`config.mk`:
```
export PLATFORM = sky130hd
export DESIGN_NAME = vector_list_sequencer
export DESIGN_NICKNAME = d
export VERILOG_FILES = /design/src/rtl/vector_list_sequencer.sv
export SDC_FILE = /design/constraint.sdc
export NUM_CORES = 1
export LEC_CHECK = 0
export ABC_AREA = 1
export CORE_MARGIN = 5
export CORE_UTILIZATION = 36
export CTS_CLUSTER_DIAMETER = 50
export CTS_CLUSTER_SIZE = 25
export DETAILED_ROUTE_END_ITERATION = 8
export PLACE_DENSITY_LB_ADDON = 0.12
export SLEW_MARGIN = 0
export SYNTH_ARGS = -nofsm -noshare
export SYNTH_HDL_FRONTEND = slang
export SYNTH_SLANG_ARGS = --single-unit
```
`constraint.sdc`:
```
create_clock -name clk -period 1.9 [get_ports clk]
set_input_delay 0.38 -clock clk [delete_from_list [all_inputs] [get_ports clk]]
set_output_delay 0.38 -clock clk [all_outputs]
set_load 0.02 [all_outputs]
```
`src/rtl/vector_list_sequencer.sv`:
```
// Walks a vector display list in memory and issues one draw command per POS/LINE entry.
// Define VECTOR_SEQ_CLAMP_EN to clamp list coordinates to [FRAME_MIN, FRAME_MAX].
module vector_list_sequencer #(
   parameter int OUT_WIDTH  = 8,
   parameter int ADDR_WIDTH = 10,
   parameter int FRAME_MIN  = 0,
   parameter int FRAME_MAX  = 255
) (
   input  logic                     clk,
   input  logic                     rst_n,
   input  logic                     frame_start,
   output logic [ADDR_WIDTH-1:0]    mem_addr,
   output logic                     mem_rd,
   input  logic [2+2*OUT_WIDTH-1:0] mem_data,
   input  logic                     busy,
   output logic                     go,
   output logic [OUT_WIDTH-1:0]     start_x,
   output logic [OUT_WIDTH-1:0]     start_y,
   output logic [OUT_WIDTH-1:0]     end_x,
   output logic [OUT_WIDTH-1:0]     end_y,
   output logic                     active,
   output logic                     frame_done,
   output logic                     frame_overrun
);

   localparam int ENTRY_W = 2 + 2*OUT_WIDTH;
   localparam logic [OUT_WIDTH-1:0] COORD_MIN = OUT_WIDTH'(FRAME_MIN);
   localparam logic [OUT_WIDTH-1:0] COORD_MAX = OUT_WIDTH'(FRAME_MAX);
`ifdef VECTOR_SEQ_CLAMP_EN
   localparam bit CLAMP_ON = 1'b1;
`else
   localparam bit CLAMP_ON = 1'b0;
`endif

   localparam logic [1:0] OP_NOP  = 2'b00;
   localparam logic [1:0] OP_POS  = 2'b01;
   localparam logic [1:0] OP_LINE = 2'b10;

   typedef enum logic [2:0] {IDLE, FETCH, DECODE, ISSUE, WAIT_ACK, WAIT_DONE, DONE} state_t;

   function automatic logic [OUT_WIDTH-1:0] fit(input logic [OUT_WIDTH-1:0] v);
      int iv;
      iv = int'(v);
      if (CLAMP_ON && iv < FRAME_MIN)      fit = COORD_MIN;
      else if (CLAMP_ON && iv > FRAME_MAX) fit = COORD_MAX;
      else                                 fit = v;
   endfunction

   state_t                  state, state_d;
   logic [ADDR_WIDTH-1:0]   addr_d;
   logic                    rd_d, go_d, active_d, done_d, overrun_d;
   logic [OUT_WIDTH-1:0]    sx_d, sy_d, ex_d, ey_d;
   logic [OUT_WIDTH-1:0]    cur_x, cur_y, cx_d, cy_d;
   logic [1:0]              op;
   logic [OUT_WIDTH-1:0]    pos_x, pos_y;
   logic                    last_addr;

   assign op        = mem_data[ENTRY_W-1 -: 2];
   assign pos_x     = fit(mem_data[2*OUT_WIDTH-1 -: OUT_WIDTH]);
   assign pos_y     = fit(mem_data[OUT_WIDTH-1:0]);
   assign last_addr = (mem_addr == {ADDR_WIDTH{1'b1}});

   always_ff @(posedge clk or negedge rst_n) begin
      if (!rst_n) begin
         state         <= IDLE;
         mem_addr      <= '0;
         mem_rd        <= 1'b0;
         go            <= 1'b0;
         start_x       <= COORD_MIN;
         start_y       <= COORD_MIN;
         end_x         <= COORD_MIN;
         end_y         <= COORD_MIN;
         cur_x         <= COORD_MIN;
         cur_y         <= COORD_MIN;
         active        <= 1'b0;
         frame_done    <= 1'b0;
         frame_overrun <= 1'b0;
      end else begin
         state         <= state_d;
         mem_addr      <= addr_d;
         mem_rd        <= rd_d;
         go            <= go_d;
         start_x       <= sx_d;
         start_y       <= sy_d;
         end_x         <= ex_d;
         end_y         <= ey_d;
         cur_x         <= cx_d;
         cur_y         <= cy_d;
         active        <= active_d;
         frame_done    <= done_d;
         frame_overrun <= overrun_d;
      end
   end

   always_comb begin
      state_d   = state;
      addr_d    = mem_addr;
      rd_d      = 1'b0;
      go_d      = 1'b0;
      sx_d      = start_x;
      sy_d      = start_y;
      ex_d      = end_x;
      ey_d      = end_y;
      cx_d      = cur_x;
      cy_d      = cur_y;
      active_d  = active;
      overrun_d = frame_start & active;
      case (state)
         IDLE: begin
            if (frame_start) begin
               state_d  = FETCH;
               addr_d   = '0;
               rd_d     = 1'b1;
               active_d = 1'b1;
               cx_d     = COORD_MIN;
               cy_d     = COORD_MIN;
            end
         end
         FETCH: state_d = DECODE;
         // Read data for the strobe issued in FETCH is valid during this state
         DECODE: begin
            case (op)
               OP_NOP: begin
                  if (last_addr) state_d = DONE;
                  else begin
                     addr_d  = mem_addr + ADDR_WIDTH'(1);
                     rd_d    = 1'b1;
                     state_d = FETCH;
                  end
               end
               OP_POS: begin
                  sx_d = pos_x;  sy_d = pos_y;
                  ex_d = pos_x;  ey_d = pos_y;
                  cx_d = pos_x;  cy_d = pos_y;
                  state_d = ISSUE;
               end
               OP_LINE: begin
                  sx_d = cur_x;  sy_d = cur_y;
                  ex_d = pos_x;  ey_d = pos_y;
                  cx_d = pos_x;  cy_d = pos_y;
                  state_d = ISSUE;
               end
               default: state_d = DONE;
            endcase
         end
         ISSUE: begin
            go_d    = 1'b1;
            state_d = WAIT_ACK;
         end
         WAIT_ACK: if (busy) state_d = WAIT_DONE;
         // The last address ends the frame instead of wrapping to entry 0
         WAIT_DONE: begin
            if (!busy) begin
               if (last_addr) state_d = DONE;
               else begin
                  addr_d  = mem_addr + ADDR_WIDTH'(1);
                  rd_d    = 1'b1;
                  state_d = FETCH;
               end
            end
         end
         DONE: begin
            active_d = 1'b0;
            state_d  = IDLE;
         end
         default: state_d = IDLE;
      endcase
      done_d = (state_d == DONE);
   end

endmodule

```
Word level (Yosys, flattened, before mapping)
Index checks and enable logic that the tools add are counted.
{ "classes": {"addsub": 1, "eq_ne": 14, "n_mux": 26, "n_bitwise": 1, "reduce_logical": 12} }
{ "ops": {"columns": ["cell", "n"], "rows": [
  ["$pmux W8 S2", 4],
  ["$mux W10", 4],
  ["$pmux W10 S3", 1],
  ["$mux W8", 3],
  ["$pmux W3 S6", 1],
  ["$eq A3 B3 Y1 const B", 4],
  ["$mux W3", 4],
  ["$add A10 B1 Y10 const B", 1],
  ["$eq A10 B10 Y1 const B", 1],
  ["$ne A2 B2 Y1 const B", 4],
  ["$eq A3 B2 Y1 const B", 2],
  ["$mux W1", 6],
  ["$pmux W3 S2", 1],
  ["$reduce_and A2 Y1", 3],
  ["$reduce_bool A2 Y1", 3],
  ["$reduce_and A4 Y1", 1],
  ["$eq A3 B1 Y1 const B", 1],
  ["$logic_not A3 Y1", 1],
  ["$pmux W1 S3", 1],
  ["$reduce_and A3 Y1", 1],
  ["$reduce_bool A3 Y1", 1],
  ["$eq A2 B1 Y1 const B", 1],
  ["$eq A2 B2 Y1 const B", 1],
  ["$logic_not A2 Y1", 1],
  ["other kinds (3)", 3]
]} }
{ "word_totals": {"regBits": 66, "inputBits": 22, "output_inout_bits": 47, "elab_cells": 67} }

Longest topological paths before layout
Gate-level depths: netlist of the first run.
{ "depth": {"ltp_word": 5, "ltp_mapped": 10} }

Worst setup path after synthesis of the first run
No wires, ideal clock.
{ "synth_path": {"kind": "register to register", "start": "register mem_addr[0]", "end": "register mem_addr[9]", "setup_ps": 76, "arrival_ps": 1596, "required_time_ps": 1824, "setup_slack_ps": 227, "path_stages_with_launch": 11, "path_buffers": 1, "synth_period_minus_slack_ps": 1673, "cell_sequence": "dfrtp_1 > ha_1 > nand2_2 > nor2_4 > nand3_4 > nand3_2 > nand2_2 > nor2_4 > buf_6 > nand2_1 > o21ai_1"} }
{ "synth_via": {"elab_chain_len": 4, "word_cells_on_any_way": 6, "classes_between": "1 x add/sub; 1 x eq/ne; 4 x mux"} }
{ "synth_rtl": {"columns": ["item", "line_no", "text"], "rows": [
  ["from (decl)", "12", "output logic [ADDR_WIDTH-1:0] mem_addr,"],
  ["from (signal assigned)", "80", "mem_addr <= addr_d;"],
  ["$add A10 B1 Y10 / $eq A10 B10 Y1 (equally long branches)", "126, 156, 61", null],
  ["$mux W10 (*)", "124, 154", null],
  ["$mux W10, on equally long branches", "153, 122", null],
  ["$pmux W10 S3 (*)", "108", "case (state)"]
]} }
Mark *: on every way between the ends. The rest lies on a longest branch, timed or not. The select of a mux whose other input is x is not followed.
A chain may end at the register's enable or synchronous reset.

Worst setup path after layout of the first run
{ "layout_path": {"start": "register mem_addr[4]", "end": "output mem_addr[4]"} }
No word-level cell between the ends.

==> metrics.md, run 1 <==
| Metric | Value |
|---|---|
| DRC | `0` |
| Cts repair resizes | `0` |
| Final Setup Violations | `0` |
| RSZ-0062 raised after global routing | `false` |
| Clk root buf | `clkbuf_8` |
| VDD IR max | `764 uV` |
| Net Switching | `2.21 mW` |
| Clk Latency, worst-skew pair | `0.34 ns` |
| Critical path type | `flip-flop to primary output` |
| Gate power share | `40.1%` |
| Int Power | `3.78 mW` |
| Top_reg_cell synth | `dfrtp_1` |
| Top cell type's share of synthesized area | `54.5%` |
| Most common cell after layout, fill and taps aside | `nand2_1` |
| Top Ports | `69` |
| DRT Wirelength | `6770 um` |
| FF+latch area | `1650 um^2` |
| Post-route antenna net violation count | `0` |
| Reg-to-reg startpoint | `mem_addr[1]` |
| Fin. Hold Viols | `0` |
| CP peak stage delay | `0.65 ns` |
| # rows | `33` |
| Global route total overflow | `0` |
| Vias in the first global route | `2,454` |
| Final period util | `95.5%` |
| H-tree depth | `3` |
| Die Area | `10,400 um^2` |
| Crit path cell chain | `clkdlybuf4s50_1` |
| Global-route wire length before repair | `11,700 um` |
| Mapped Area | `3030 um^2` |
| GRT Total Usage | `14.5%` |
| Switching share of power | `36.9%` |
| Mapped Cells | `361` |
| Status | `completed` |
| Met1 usage | `20.0%` |
| Hold Buf Count CTS | `0` |
| FFs w/ async S/R, synth | `100%` |
| CP Data Required Time | `1.52 ns` |
| Clk slew on worst S/H paths | `0.07 ns` |
| Nets | `461` |
| CP Data Arrival Time | `1.44 ns` |
| Clock Sinks | `66` |
| Slowest CP cell | `clkdlybuf4s50_1` |
| Distinct cells, synth | `26` |
| Port-buffer cells | `68` |
| Final worst-path setup slack | `0.0846 ns` |
| Share of cells above drive strength 1 | `9.77%` |
| Die height | `102 um` |
| Avg WL per Cell | `12.4 um` |
| Largest net degree at the start of global routing | `67` |
| First-pass iteration count of the detailed router | `4` |
| Critical path peak fanout | `6` |
| Sequential area share after synthesis | `54.5%` |
| Synth area leaders | `dfrtp_1 54%, nand2_1 15%, o21ai_0 6.4%` |
| Initial Util | `36.9%` |
| Gr busiest metal | `met2` |
| Fmax achieved | `0.551 GHz` |
| Most frequent cells in the layout | `119 x nand2_1, 66 x dfrtp_1, 65 x clkdlybuf4s50_1` |
| Via count | `2,505` |
| Crit path buf inv count | `1` |
| Initial detailed-routing violation count | `97` |
| Tmin final | `1.82 ns` |
| Hold WC Path Type | `primary input to async pin` |
| GR Layer Usage met2 | `21.2%` |
| Post-synth EDFFs | `0` |
| CP Capture Type | `primary output` |
| YS warnings | `0` |
| Crit path from | `mem_addr[4]` |
| Vias/cell | `4.60` |
| Synth Area per Inst | `8.40 um^2` |
| Die width | `102 um` |
| # fillers | `774` |
| Final core utilization | `50.0%` |
| CTS tree | `yes` |
| Seq pwr share | `37.7%` |
| Worst setup SP type | `flip-flop` |
| Clk_skew | `0.0106 ns` |
| Met3 usage | `4.06%` |
| Slew Viols, Final | `0` |
| Max Cap Viol | `0` |
| Worst slew pin tran | `0.364 ns` |
| Initial antenna violation count | `0` |
| Clock power frac | `22.3%` |
| Post-Syn Nets | `387` |
| DP Worst Slack | `-0.105 ns` |
| Crit path max-delay family | `buffers and inverters` |
| Clk buf depth | `2` |
| Area Overhead vs Synth | `35.5%` |
| Ant diodes | `0` |
| Footprint of the multi-input gates | `1150 um^2` |
| Post-CTS Setup Inserts | `0` |
| Synth Register Bits | `66` |
| PD cells | `1460 nW/um^2` |
| Area leader, netlist | `dfrtp_1` |
| P_leak | `2.00 nW` |
| RD Place Congestion | `0.829` |
| CTS Buf Count | `9` |
| Core ar. | `8220 um^2` |
| Slew margin rel. | `75.7%` |
| HPWL Detailed | `4650 um` |
==> routing by layer <==
metal  wire, um  up-vias  share of wire [%]
met5          0        -                  0
met1       3310     1147                 49
met3        376        8                5.6
met2       2990       56                 44
met4         91        0                1.3
li1           -     1294                  -
==> worst paths after layout <==
kind	depth (start not counted)	slack [ns]	end
worst max-delay path	1	0.08	mem_addr[4]
worst min-delay path	2	0.03	frame_done
worst max register to register	9	0.26	mem_addr[2]
worst min register to register	2	0.48	start_x[2]
max in group asynchronous	2	1.55	mem_addr[7]
min in group clk	2	0.48	start_x[2]
==> power groups by stage <==
stage | registers, mW | logic (mW) | clock network (mW)
floorplan | 2.70 | 0.907 | 0
global placement | 2.28 | 2.41 | 0
detailed placement | 2.28 | 2.44 | 0
CTS | 2.26 | 2.45 | 1.38
global route | 2.33 | 2.66 | 1.44
finish | 2.25 | 2.40 | 1.33
==> final cells by class <==
class / instances / area share, %
clock buffer: 10 / 3.35
clock inverter: 6 / 2.19
inverter: 42 / 3.84
multi-input combinational: 239 / 28.1
sequential: 66 / 40.2
tap: 105 / 3.20
timing repair buffer: 77 / 19.1
==> through the flow <==
step	power (mW)	TNS (ns)	instance area, um^2	hold slack [ns]	instances
finish	5.99	0	4110	0.0346	545
global route	6.44	0	4110	0.0673	545
CTS	6.08	0	4100	0.0537	545
detailed placement	4.72	-1.36	3880	0.432	529
global placement	4.68	-0.221	3880	0.429	529
floorplan	3.61	0	3030	0.0844	361
==> cells by family (layout without fill, tap and decap cells) <==
logic type               count (synthesis)  after routing  share of synthesized area, %
buffers and inverters                   56            135                          7.47
XOR/XNOR                                 5              5                          1.44
AND/OR/NAND/NOR                        171            171                          25.0
flip-flops                              66             66                          54.5
AO/OA/AOI/OAI                           59             59                          9.94
adder cells (fa/ha/maj)                  4              4                          1.65
==> synth_stat cells (all sizes together) (3+ instances only) <==
cell and count:
nand3 23, nor3 3, buf 6, clkbuf 8, xor2 3, nand2 123, nand4 5, o22ai 5
nor2 16, inv 42, dfrtp 66, ha 4, o21ai 52
==> registers in the layout, summed over array words and instances, names as in the netlist, 3 cells and up <==
register  flops
cur_x         8
cur_y         8
end_x         8
end_y         8
mem_addr     10
start_x       8
start_y       8
state         3
(Power assumes the default switching activity.)
==> inputs of run 2 (changes only) <==
PLACE_DENSITY_LB_ADDON = 0.3   (was 0.12)
SKIP_LAST_GASP = 1   (was unset)
==> metrics.md, run 2 (synthesis gave the netlist of run 1 again) <==
| Metric | Value |
|---|---|
| HPWL Detailed | `4860 um (was 4650 um)` |
| Critical path peak fanout | `8 (was 6)` |
| DP Worst Slack | `-0.108 ns (was -0.105 ns)` |
| Via count | `2,551 (was 2,505)` |
| GRT Total Usage | `14.1% (was 14.5%)` |
| Post-CTS Setup Inserts | `0 (unchanged)` |
| Clk Latency, worst-skew pair | `0.34 ns (about the same)` |
| Clock Sinks | `66 (unchanged)` |
| Area Overhead vs Synth | `35.2% (was 35.5%)` |
| DRT Wirelength | `6890 um (was 6770 um)` |
| Die width | `102 um (unchanged)` |
| Cts repair resizes | `0 (unchanged)` |
| Initial antenna violation count | `0 (unchanged)` |
| Most common cell after layout, fill and taps aside | `nand2_1 (unchanged)` |
| # rows | `33 (unchanged)` |
| Die height | `102 um (unchanged)` |
| Clk slew on worst S/H paths | `0.07 ns (about the same)` |
| Clk buf depth | `2 (unchanged)` |
| Crit path buf inv count | `1 (unchanged)` |
| VDD IR max | `683 uV (was 764 uV)` |
| Vias in the first global route | `2,516 (was 2,454)` |
| Port-buffer cells | `68 (unchanged)` |
| Final worst-path setup slack | `0.0599 ns (was 0.0846 ns)` |
| Clk root buf | `clkbuf_8 (unchanged)` |
| Largest net degree at the start of global routing | `67 (unchanged)` |
| H-tree depth | `3 (unchanged)` |
| CP Data Arrival Time | `1.46 ns (was 1.44 ns)` |
| Slew margin rel. | `74.9% (was 75.7%)` |
| Avg WL per Cell | `12.6 um (was 12.4 um)` |
| Post-route antenna net violation count | `0 (unchanged)` |
| Crit path cell chain | `clkdlybuf4s50_1 (unchanged)` |
| CP Capture Type | `primary output (unchanged)` |
| Final Setup Violations | `0 (unchanged)` |
| Die Area | `10,400 um^2 (unchanged)` |
| Final hold slack | `0.0431 ns (was 0.0346 ns)` |
| Initial Util | `36.9% (unchanged)` |
| PnR Total Power | `5.97 mW (was 5.99 mW)` |
| Global route total overflow | `0 (unchanged)` |
| Nets | `462 (was 461)` |
| Ant diodes | `0 (unchanged)` |
| PD cells | `1460 nW/um^2 (about the same)` |
| Critical path type | `flip-flop to primary output (unchanged)` |
| Vias/cell | `4.68 (was 4.60)` |
| Cell count after placement | `530 (was 529)` |
| RSZ-0062 raised after global routing | `false (unchanged)` |
| Tmin final | `1.84 ns (was 1.82 ns)` |
| RD Place Congestion | `0.862 (was 0.829)` |
| CP peak stage delay | `0.65 ns (about the same)` |
| Core ar. | `8220 um^2 (unchanged)` |
| P_leak | `1.97 nW (was 2.00 nW)` |
| Slowest CP cell | `clkdlybuf4s50_1 (unchanged)` |
| Hold Buf Count CTS | `0 (unchanged)` |
| Top reg by flops | `mem_addr (unchanged)` |
| Worst slew pin tran | `0.376 ns (was 0.364 ns)` |
| Fin. Hold Viols | `0 (unchanged)` |
| Crit path max-delay family | `buffers and inverters (unchanged)` |
| Status | `completed (unchanged)` |
| CP Data Required Time | `1.52 ns (about the same)` |
| CTS tree | `yes (unchanged)` |
| Final period util | `96.8% (was 95.5%)` |
| Global-route wire length before repair | `11,400 um (was 11,700 um)` |
| Worst setup SP type | `flip-flop (unchanged)` |
| CTS Buf Count | `9 (unchanged)` |
| Top Ports | `69 (unchanged)` |
| Fmax achieved | `0.543 GHz (was 0.551 GHz)` |
| Max Cap Viol | `0 (unchanged)` |
| First-pass iteration count of the detailed router | `4 (unchanged)` |
| Clk_skew | `0.00677 ns (was 0.0106 ns)` |
| Initial detailed-routing violation count | `89 (was 97)` |
| Final core utilization | `49.9% (was 50.0%)` |
| Final std cells w/o fill | `545 (unchanged)` |
| Slew Viols, Final | `0 (unchanged)` |
| Most frequent cells in the layout | `119 x nand2_1, 67 x clkdlybuf4s50_1, 66 x dfrtp_1 (was 119 x nand2_1, 66 x dfrtp_1, 65 x clkdlybuf4s50_1)` |
| Max FFs per register | `10 (unchanged)` |
| DRC | `0 (unchanged)` |
| Share of cells above drive strength 1 | `9.77% (unchanged)` |
| Hold WC Path Type | `primary input to async pin (unchanged)` |
[run 2: area by class of cell]
cell class                      instances  area (um^2)
Clock inverter                          5         78.8
Tap cell                              105          131
Inverter                               42          158
Clock buffer                           10          138
Timing Repair Buffer                   78          788
Fill cell                             791         4120
Sequential cell                        66         1650
Multi-Input combinational cell        239         1150
[run 2: path summary, 6_finish.rpt]
kind / from / end / slack, ns / cells past startpoint
min: rst_n / go / 0.04 / 2
min in group clk: start_x[3] / start_x[3] / 0.48 / 2
min reg2reg: start_x[3] / start_x[3] / 0.48 / 2
max reg2reg: mem_addr[1] / mem_addr[9] / 0.16 / 9
max: mem_addr[2] / mem_addr[2] / 0.06 / 1
max in group asynchronous: rst_n / end_y[7] / 1.57 / 2
[run 2: per-stage QoR]
stage          cell area [um^2]  setup TNS (ns)
3_3_place_gp               3880          -0.150
2_1_floorplan              3030               0
3_5_place_dp               3880           -1.03
5_1_grt                    4100               0
6_report                   4100               0
4_1_cts                    4100               0
[run 2: power by group]
group | internal (mW) | switching [mW] | leakage, nW | total, mW
clock network | 0.765 | 0.527 | 0.112 | 1.29
registers | 1.95 | 0.300 | 0.859 | 2.25
logic | 1.06 | 1.37 | 1.00 | 2.42
[run 2: metal layers]
metal | global-route usage [%] | part of all wire, % | vias up
met5 | 0 | 0 | -
met1 | 18.1 | 46 | 1190
li1 | - | - | 1293
met3 | 3.31 | 5.5 | 8
met4 | 7.46 | 1.5 | 0
met2 | 21.9 | 47 | 60
